`config.mk`:
```
export PLATFORM = sky130hd
export DESIGN_NAME = uart_tx_fifo
export DESIGN_NICKNAME = d
export VERILOG_FILES = /design/src/rtl/uart_tx_fifo_pkg.sv /design/src/rtl/uart_tx_fifo_sync_fifo.sv /design/src/rtl/uart_tx_fifo.sv
export SDC_FILE = /design/constraint.sdc
export NUM_CORES = 1
export LEC_CHECK = 0
export ABC_CLOCK_PERIOD_IN_PS = 3000
export CAP_MARGIN = 10
export CORE_MARGIN = 4
export CORE_UTILIZATION = 35
export DETAILED_ROUTE_END_ITERATION = 8
export PLACE_DENSITY = 0.54
export SLEW_MARGIN = 20
export SYNTH_ARGS = -nofsm -noshare
export SYNTH_HDL_FRONTEND = slang
export SYNTH_SLANG_ARGS = --single-unit
export TNS_END_PERCENT = 20
```
`constraint.sdc`:
```
create_clock -name clk -period 3 [get_ports clk]
set_input_delay 0.6 -clock clk [delete_from_list [all_inputs] [get_ports clk]]
set_output_delay 0.6 -clock clk [all_outputs]
set_load 0.05 [all_outputs]
```
`src/rtl/uart_tx_fifo_pkg.sv`:
```
// Shared register offsets, STATUS bit positions and serialiser states for the UART transmitter.
// Types and constants only; no logic, latency or flow control.
package uart_tx_fifo_pkg;

  localparam logic [1:0] UART_TXDATA_OFF = 2'd0;
  localparam logic [1:0] UART_STATUS_OFF = 2'd1;

  localparam int STAT_FULL  = 0;
  localparam int STAT_EMPTY = 1;
  localparam int STAT_BUSY  = 2;
  localparam int STAT_OVF   = 3;
  localparam int STAT_CNT   = 8;

  typedef enum logic [1:0] {
    ST_IDLE  = 2'd0,
    ST_START = 2'd1,
    ST_DATA  = 2'd2,
    ST_STOP  = 2'd3
  } tx_state_e;

endpackage

```
`src/rtl/uart_tx_fifo_sync_fifo.sv`:
```
// Byte FIFO with first-word-fall-through read data; pushes become visible one cycle later.
// A push while full is accepted only when a pop happens on the same edge; otherwise it is dropped.
module sync_fifo #(
  parameter int WIDTH = 8,
  parameter int DEPTH = 16,
  parameter int CNT_W = $clog2(DEPTH) + 1
) (
  input  logic             clk,
  input  logic             rst,
  input  logic             push,
  input  logic             pop,
  input  logic [WIDTH-1:0] wdata,
  output logic [WIDTH-1:0] rdata,
  output logic             full,
  output logic             empty,
  output logic [CNT_W-1:0] count
);

  localparam int AW = $clog2(DEPTH);

  logic [WIDTH-1:0] mem_q [DEPTH];
  logic [AW-1:0]    wr_ptr_q, rd_ptr_q;
  logic [CNT_W-1:0] count_q;
  logic             do_push, do_pop;

  assign full    = (count_q == CNT_W'(DEPTH));
  assign empty   = (count_q == '0);
  assign count   = count_q;
  assign rdata   = mem_q[rd_ptr_q];
  assign do_pop  = pop & ~empty;
  assign do_push = push & (~full | do_pop);

  // When full, wr_ptr equals rd_ptr: the head is read out before the edge overwrites it.
  always_ff @(posedge clk) begin
    if (do_push) mem_q[wr_ptr_q] <= wdata;
  end

  always_ff @(posedge clk or posedge rst) begin
    if (rst) begin
      wr_ptr_q <= '0;
      rd_ptr_q <= '0;
      count_q  <= '0;
    end else begin
      if (do_push) wr_ptr_q <= wr_ptr_q + AW'(1);
      if (do_pop)  rd_ptr_q <= rd_ptr_q + AW'(1);
      case ({do_push, do_pop})
        2'b10:   count_q <= count_q + CNT_W'(1);
        2'b01:   count_q <= count_q - CNT_W'(1);
        default: count_q <= count_q;
      endcase
    end
  end

endmodule

```
`src/rtl/uart_tx_fifo.sv`:
```
// Memory-mapped 8N1 UART transmitter: TXDATA pushes into a byte FIFO, STATUS reports state, reads return one cycle later.
// Never stalls the core: stores into a full FIFO are dropped and flagged in the sticky overflow bit.
module uart_tx_fifo
  import uart_tx_fifo_pkg::*;
#(
  parameter int XLEN       = 32,
  parameter int CLK_DIV    = 434,
  parameter int FIFO_DEPTH = 16,
  parameter int CNT_W      = $clog2(FIFO_DEPTH) + 1
) (
  input  logic            clk,
  input  logic            rst,
  input  logic            uart_en,
  input  logic [XLEN-1:0] uart_addr,
  input  logic            mem_wr_en,
  input  logic            mem_rd_en,
  input  logic [XLEN-1:0] mem_wr_data,
  output logic [XLEN-1:0] mem_rd_data,
  output logic            uart_tx,
  output logic            tx_busy,
  output logic            fifo_full
);

  localparam int BW = (CLK_DIV > 2) ? $clog2(CLK_DIV) : 1;
  localparam logic [BW-1:0] BAUD_RELOAD = BW'(CLK_DIV - 1);

  logic [1:0]       reg_off;
  logic             push, pop, stat_wr, ovf_set;
  logic             fifo_empty;
  logic [7:0]       fifo_rdata;
  logic [CNT_W-1:0] fifo_count;
  logic [XLEN-1:0]  status_word;
  logic             unused_bits;

  tx_state_e        state_q, state_d;
  logic [BW-1:0]    baud_q, baud_d;
  logic [2:0]       bit_q, bit_d;
  logic [7:0]       shift_q, shift_d;
  logic             tx_q, tx_d;
  logic             busy_q, busy_d;
  logic             ovf_q, ovf_d;
  logic [XLEN-1:0]  rd_q, rd_d;

  assign unused_bits = ^{uart_addr[XLEN-1:4], uart_addr[1:0], mem_wr_data[XLEN-1:8]};

  assign reg_off = uart_addr[3:2];
  assign push    = uart_en & mem_wr_en & (reg_off == UART_TXDATA_OFF);
  assign stat_wr = uart_en & mem_wr_en & (reg_off == UART_STATUS_OFF);
  assign ovf_set = push & fifo_full & ~pop;
  assign ovf_d   = ovf_set | (ovf_q & ~stat_wr);

  sync_fifo #(
    .WIDTH(8),
    .DEPTH(FIFO_DEPTH),
    .CNT_W(CNT_W)
  ) u_fifo (
    .clk  (clk),
    .rst  (rst),
    .push (push),
    .pop  (pop),
    .wdata(mem_wr_data[7:0]),
    .rdata(fifo_rdata),
    .full (fifo_full),
    .empty(fifo_empty),
    .count(fifo_count)
  );

  always_comb begin
    status_word                      = '0;
    status_word[STAT_CNT +: CNT_W]   = fifo_count;
    status_word[STAT_OVF]            = ovf_q;
    status_word[STAT_BUSY]           = busy_q;
    status_word[STAT_EMPTY]          = fifo_empty;
    status_word[STAT_FULL]           = fifo_full;
    rd_d = rd_q;
    if (uart_en & mem_rd_en) begin
      rd_d = (reg_off == UART_STATUS_OFF) ? status_word : '0;
    end
  end

  // Next-state logic; line level is derived from the next state so uart_tx is a clean flop output.
  always_comb begin
    state_d = state_q;
    baud_d  = baud_q;
    bit_d   = bit_q;
    shift_d = shift_q;
    pop     = 1'b0;
    case (state_q)
      ST_IDLE: begin
        if (!fifo_empty) begin
          pop     = 1'b1;
          shift_d = fifo_rdata;
          baud_d  = BAUD_RELOAD;
          state_d = ST_START;
        end
      end
      ST_START: begin
        if (baud_q == '0) begin
          baud_d  = BAUD_RELOAD;
          bit_d   = 3'd0;
          state_d = ST_DATA;
        end else begin
          baud_d = baud_q - BW'(1);
        end
      end
      ST_DATA: begin
        if (baud_q == '0) begin
          baud_d = BAUD_RELOAD;
          if (bit_q == 3'd7) begin
            state_d = ST_STOP;
          end else begin
            bit_d   = bit_q + 3'd1;
            shift_d = {1'b0, shift_q[7:1]};
          end
        end else begin
          baud_d = baud_q - BW'(1);
        end
      end
      ST_STOP: begin
        if (baud_q == '0) begin
          baud_d = BAUD_RELOAD;
          if (!fifo_empty) begin
            pop     = 1'b1;
            shift_d = fifo_rdata;
            state_d = ST_START;
          end else begin
            state_d = ST_IDLE;
          end
        end else begin
          baud_d = baud_q - BW'(1);
        end
      end
      default: state_d = ST_IDLE;
    endcase
    case (state_d)
      ST_START: tx_d = 1'b0;
      ST_DATA:  tx_d = shift_d[0];
      default:  tx_d = 1'b1;
    endcase
    busy_d = (state_d != ST_IDLE);
  end

  always_ff @(posedge clk or posedge rst) begin
    if (rst) begin
      state_q <= ST_IDLE;
      baud_q  <= '0;
      bit_q   <= '0;
      shift_q <= '0;
      tx_q    <= 1'b1;
      busy_q  <= 1'b0;
      ovf_q   <= 1'b0;
      rd_q    <= '0;
    end else begin
      state_q <= state_d;
      baud_q  <= baud_d;
      bit_q   <= bit_d;
      shift_q <= shift_d;
      tx_q    <= tx_d;
      busy_q  <= busy_d;
      ovf_q   <= ovf_d;
      rd_q    <= rd_d;
    end
  end

  assign uart_tx     = tx_q;
  assign tx_busy     = busy_q;
  assign mem_rd_data = rd_q;

endmodule
```
==> impl_metrics.prom <==
# TYPE chip_impl_metric gauge
chip_impl_info{name="timing.rr.start",value="baud_q[0]"} 1
chip_impl_metric{name="ys_async_sr_fraction",unit="%"} 26.9
chip_impl_metric{name="antenna_violating_nets_post_route",unit=""} 0
chip_impl_metric{name="timing.final.crit_share",unit="%"} 93.2
chip_impl_info{name="synth_area_leader_cell",value="sky130_fd_sc_hd__edfxtp_1"} 1
chip_impl_metric{name="detailedPlacementHpwl",unit="µm"} 10200
chip_impl_metric{name="achievable-frequency",unit="GHz"} 0.358
chip_impl_metric{name="holdBufCountCts",unit=""} 0
chip_impl_metric{name="grt_overflow",unit=""} 0
chip_impl_metric{name="avgRoutedWirePerCell",unit="µm"} 17.9
chip_impl_metric{name="floorplan.io_pins",unit=""} 104
chip_impl_metric{name="core.rowCount",unit=""} 53
chip_impl_metric{name="placement.io_buffers",unit=""} 26
chip_impl_info{name="tritoncts",value="yes"} 1
chip_impl_metric{name="initial_antenna_violation_count",unit=""} 0
chip_impl_metric{name="pwr_density_cell",unit="nW/µm²"} 847
chip_impl_metric{name="post-route-drc-count",unit=""} 0
chip_impl_metric{name="area_growth_syn_to_layout",unit="%"} 17.5
chip_impl_metric{name="max_cap_violations",unit=""} 0
chip_impl_metric{name="syn-cell-area",unit="µm²"} 7570
chip_impl_metric{name="critical_path_peak_fanout",unit=""} 8
chip_impl_metric{name="core_region_area",unit="µm²"} 21200
chip_impl_info{name="holdCritPathClass",value="input pin to asynchronous set/reset pin"} 1
chip_impl_info{name="timing_worst_setup_path_type",value="register to register"} 1
chip_impl_metric{name="total_leakage_power",unit="nW"} 3.21
chip_impl_info{name="crit_path_end_kind",value="register"} 1
chip_impl_metric{name="clock_path_buffers",unit=""} 2
chip_impl_metric{name="fin_cells",unit=""} 815
chip_impl_metric{name="yosys.area.top_type_share",unit="%"} 50.8
chip_impl_metric{name="die_h",unit="µm"} 155
chip_impl_info{name="startpoint",value="baud_q[0]"} 1
chip_impl_metric{name="grt.total_usage",unit="%"} 12.8
chip_impl_metric{name="worst-endpoint-arrival",unit="ps"} 2920
chip_impl_metric{name="total_count_of_max_transition_violations_in_the_final_report",unit=""} 0
chip_impl_metric{name="clkSlewWorstSetupHoldPaths",unit="ps"} 80
chip_impl_metric{name="cp.required",unit="ps"} 3130
chip_impl_metric{name="nNetsFinal",unit=""} 611
chip_impl_metric{name="clock-skew-final",unit="ps"} 22.6
chip_impl_metric{name="wire_length_of_the_first_global_routing_pass",unit="µm"} 23800
chip_impl_metric{name="report.final.setup_viol",unit=""} 0
chip_impl_metric{name="synth_enable_flop_cells",unit=""} 128
chip_impl_metric{name="max-vdd-ir-drop",unit="µV"} 441
chip_impl_info{name="top_post_synthesis_cells_by_area",value="sky130_fd_sc_hd__edfxtp_1 (51%), sky130_fd_sc_hd__dfrtp_1 (15%), sky130_fd_sc_hd__mux4_2 (11%), sky130_fd_sc_hd__ha_1 (2.5%), sky130_fd_sc_hd__buf_4 (2.4%)"} 1
chip_impl_metric{name="drt_first_pass_iters",unit=""} 4
chip_impl_metric{name="post_route_cells_drive_above_1_share",unit="%"} 23.1
chip_impl_metric{name="gp_congestion",unit=""} 0.775
chip_impl_metric{name="finalWirelength",unit="µm"} 14600
chip_impl_metric{name="setup_total_negative_slack",unit="ps"} 0
chip_impl_metric{name="clock_sink_count",unit=""} 175
chip_impl_info{name="worst_setup_path_start_kind",value="register"} 1
chip_impl_metric{name="detail_route.iter0.violations",unit=""} 244
chip_impl_metric{name="route.vias.total",unit=""} 4090
chip_impl_metric{name="antenna-diode-count",unit=""} 0
chip_impl_metric{name="synth_warnings",unit=""} 0
chip_impl_info{name="rsz0062_at_grt",value="no"} 1
chip_impl_info{name="synth_flop_cell",value="sky130_fd_sc_hd__edfxtp_1"} 1
chip_impl_info{name="status",value="complete, no violations"} 1
chip_impl_metric{name="netlist_instances",unit=""} 467
chip_impl_metric{name="synth_seq_area_share",unit="%"} 66.3
chip_impl_metric{name="synthesized_area_per_cell",unit="µm²"} 16.2
chip_impl_metric{name="synth.distinct_cells",unit=""} 55
chip_impl_metric{name="clock_insertion_delay_worst_skew",unit="ps"} 440
chip_impl_metric{name="initial_core_utilization",unit="%"} 35.8
chip_impl_metric{name="final_worst_setup_slack",unit="ps"} 205
chip_impl_metric{name="relSlewSlack",unit="%"} 50.8
chip_impl_metric{name="dp_cells",unit=""} 783
chip_impl_metric{name="synth_seq_cells",unit=""} 175
chip_impl_metric{name="die_w",unit="µm"} 155
chip_impl_metric{name="cts_max_level",unit=""} 4
chip_impl_metric{name="min_period",unit="ps"} 2800
chip_impl_metric{name="worst-slew-pin-transition",unit="ps"} 738
chip_impl_info{name="clock-root-buffer",value="sky130_fd_sc_hd__clkbuf_16"} 1
chip_impl_metric{name="dieArea",unit="µm²"} 24000
chip_impl_metric{name="via_count_of_the_first_global_routing_pass",unit=""} 4231
chip_impl_metric{name="grt_max_degree",unit=""} 32
chip_impl_metric{name="route.detailed.vias_per_inst",unit=""} 5.02
chip_impl_metric{name="report.power.total",unit="mW"} 7.53
chip_impl_metric{name="cts_buffers",unit=""} 17
chip_impl_metric{name="timing_hold_violations_final",unit=""} 0
chip_impl_metric{name="place_worst_setup_slack",unit="ps"} 205
-- registers in the layout, indices dropped and copies added, names as in the netlist --
name and cells:
baud_q 9, u_fifo.rd_ptr_q 4, u_fifo.mem_q 128, state_q 2, u_fifo.wr_ptr_q 4, uart_tx 1, bit_q 3, mem_rd_data 9
ovf_q 1, tx_busy 1, u_fifo.count 5, shift_q 8
-- worst paths after layout --
check	end	cells past startpoint	slack, ps
min in group clk	mem_rd_data[12]	1	510
max	u_fifo.mem_q[3][4]	10	200
max reg2reg	u_fifo.mem_q[3][4]	10	200
max in group asynchronous	uart_tx	3	1890
min	mem_rd_data[9]	2	490
min reg2reg	mem_rd_data[12]	1	510
-- cell usage in the layout, fill, tap and decap left out, types with 12 or more instances in the layout --
cell type	synthesis	final
sky130_fd_sc_hd__ha_1	15	15
sky130_fd_sc_hd__clkbuf_16	0	17
sky130_fd_sc_hd__nor2_1	29	29
sky130_fd_sc_hd__nand2_1	22	22
sky130_fd_sc_hd__dfrtp_1	46	45
sky130_fd_sc_hd__buf_4	24	35
sky130_fd_sc_hd__edfxtp_1	128	128
sky130_fd_sc_hd__a22o_1	12	12
sky130_fd_sc_hd__mux4_2	38	38
sky130_fd_sc_hd__conb_1	1	23
sky130_fd_sc_hd__clkdlybuf4s50_1	0	25
-- power by group --
part	switching [mW]	leakage [nW]	internal (mW)
sequential	0.312	1.74	2.83
combinational	1.07	1.17	1.07
clock	1.10	0.300	1.15
total	2.49	3.21	5.05
-- per-stage QoR --
step                      hold slack, ps  cell area (µm²)  util (%)
after floorplan                      457             7650         -
after global placement               490             8270      39.1
after detailed placement             496             8270      39.1
after CTS                            485             8890      42.0
after global routing                 519             8890      42.0
final                                488             8890      42.0
-- layout make-up --
cell class | instances | area (µm²)
Timing Repair Buffer | 61 | 533
Tap cell | 275 | 344
Multi-Input combinational cell | 260 | 2330
Sequential cell | 175 | 5020
Fill cell | 1875 | 12300
Clock buffer | 17 | 425
Clock inverter | 15 | 194
Inverter | 12 | 45.0
-- synth_stat cells (2+ instances only) --
cell type                  count
sky130_fd_sc_hd__nand2_1      22
sky130_fd_sc_hd__nand3_1       2
sky130_fd_sc_hd__o21ai_0      10
sky130_fd_sc_hd__nor2b_1       6
sky130_fd_sc_hd__o31ai_1       4
sky130_fd_sc_hd__edfxtp_1    128
sky130_fd_sc_hd__nor4_1        3
sky130_fd_sc_hd__nor2_1       29
sky130_fd_sc_hd__mux4_2       38
sky130_fd_sc_hd__inv_1        12
sky130_fd_sc_hd__and2b_1       2
sky130_fd_sc_hd__a22o_1       12
sky130_fd_sc_hd__a221oi_1      2
sky130_fd_sc_hd__nand2b_1      6
sky130_fd_sc_hd__buf_4        24
sky130_fd_sc_hd__or3_1         4
sky130_fd_sc_hd__a221o_1       6
sky130_fd_sc_hd__ha_1         15
sky130_fd_sc_hd__buf_1         2
sky130_fd_sc_hd__or3_2         2
sky130_fd_sc_hd__clkbuf_1     10
sky130_fd_sc_hd__o22ai_1       2
sky130_fd_sc_hd__xnor2_1       8
sky130_fd_sc_hd__nand4_1       6
sky130_fd_sc_hd__xor2_1        3
sky130_fd_sc_hd__buf_2         5
sky130_fd_sc_hd__o211ai_1      2
sky130_fd_sc_hd__a31oi_1       5
sky130_fd_sc_hd__mux2i_1       5
sky130_fd_sc_hd__nor3_1       12
sky130_fd_sc_hd__dfrtp_1      46
sky130_fd_sc_hd__mux2_2        3
sky130_fd_sc_hd__a21oi_1       9
-- worst max-delay path, stage by stage, from the launching register on --
cell                       delay (ps)
sky130_fd_sc_hd__dfrtp_1          410
sky130_fd_sc_hd__inv_1            100
sky130_fd_sc_hd__ha_1             180
sky130_fd_sc_hd__nor4b_1          230
sky130_fd_sc_hd__buf_4            160
sky130_fd_sc_hd__a31oi_1          140
sky130_fd_sc_hd__or3_1            410
sky130_fd_sc_hd__a21boi_4         260
sky130_fd_sc_hd__nand2_1          190
sky130_fd_sc_hd__nor3_1           180
sky130_fd_sc_hd__buf_4            220
-- logic make-up (layout without fill, tap and decap cells) --
logic type / count (synthesis) / in the layout / share of synthesized area (%)
AOI/OAI and AO/OA: 62 / 62 / 6.48
xor gates and xnor gates: 11 / 11 / 1.27
adders and majority gates: 15 / 15 / 2.48
buffers and inverters: 54 / 105 / 4.05
DFF: 175 / 175 / 66.3
muxes: 46 / 46 / 12.4
other: 1 / 23 / 0.0495
and+or+nand+nor: 103 / 103 / 6.93
-- per-layer routing --
| layer | share of wire, % | global-route usage (%) | wire length (µm) |
|---|---|---|---|
| met5 | 0 | 0 | 0 |
| met4 | 0.98 | 4.54 | 143 |
| met3 | 2.2 | 2.50 | 316 |
| met2 | 50 | 20.9 | 7340 |
| met1 | 47 | 17.2 | 6790 |
-- timing repair --
action,CTS,global route
buffers inserted,0,0
hold endpoints to repair,0,0
endpoints found under the setup margin,0,8
resized for setup,0,1
No activity file was read; power rests on OpenSTA's default activity.
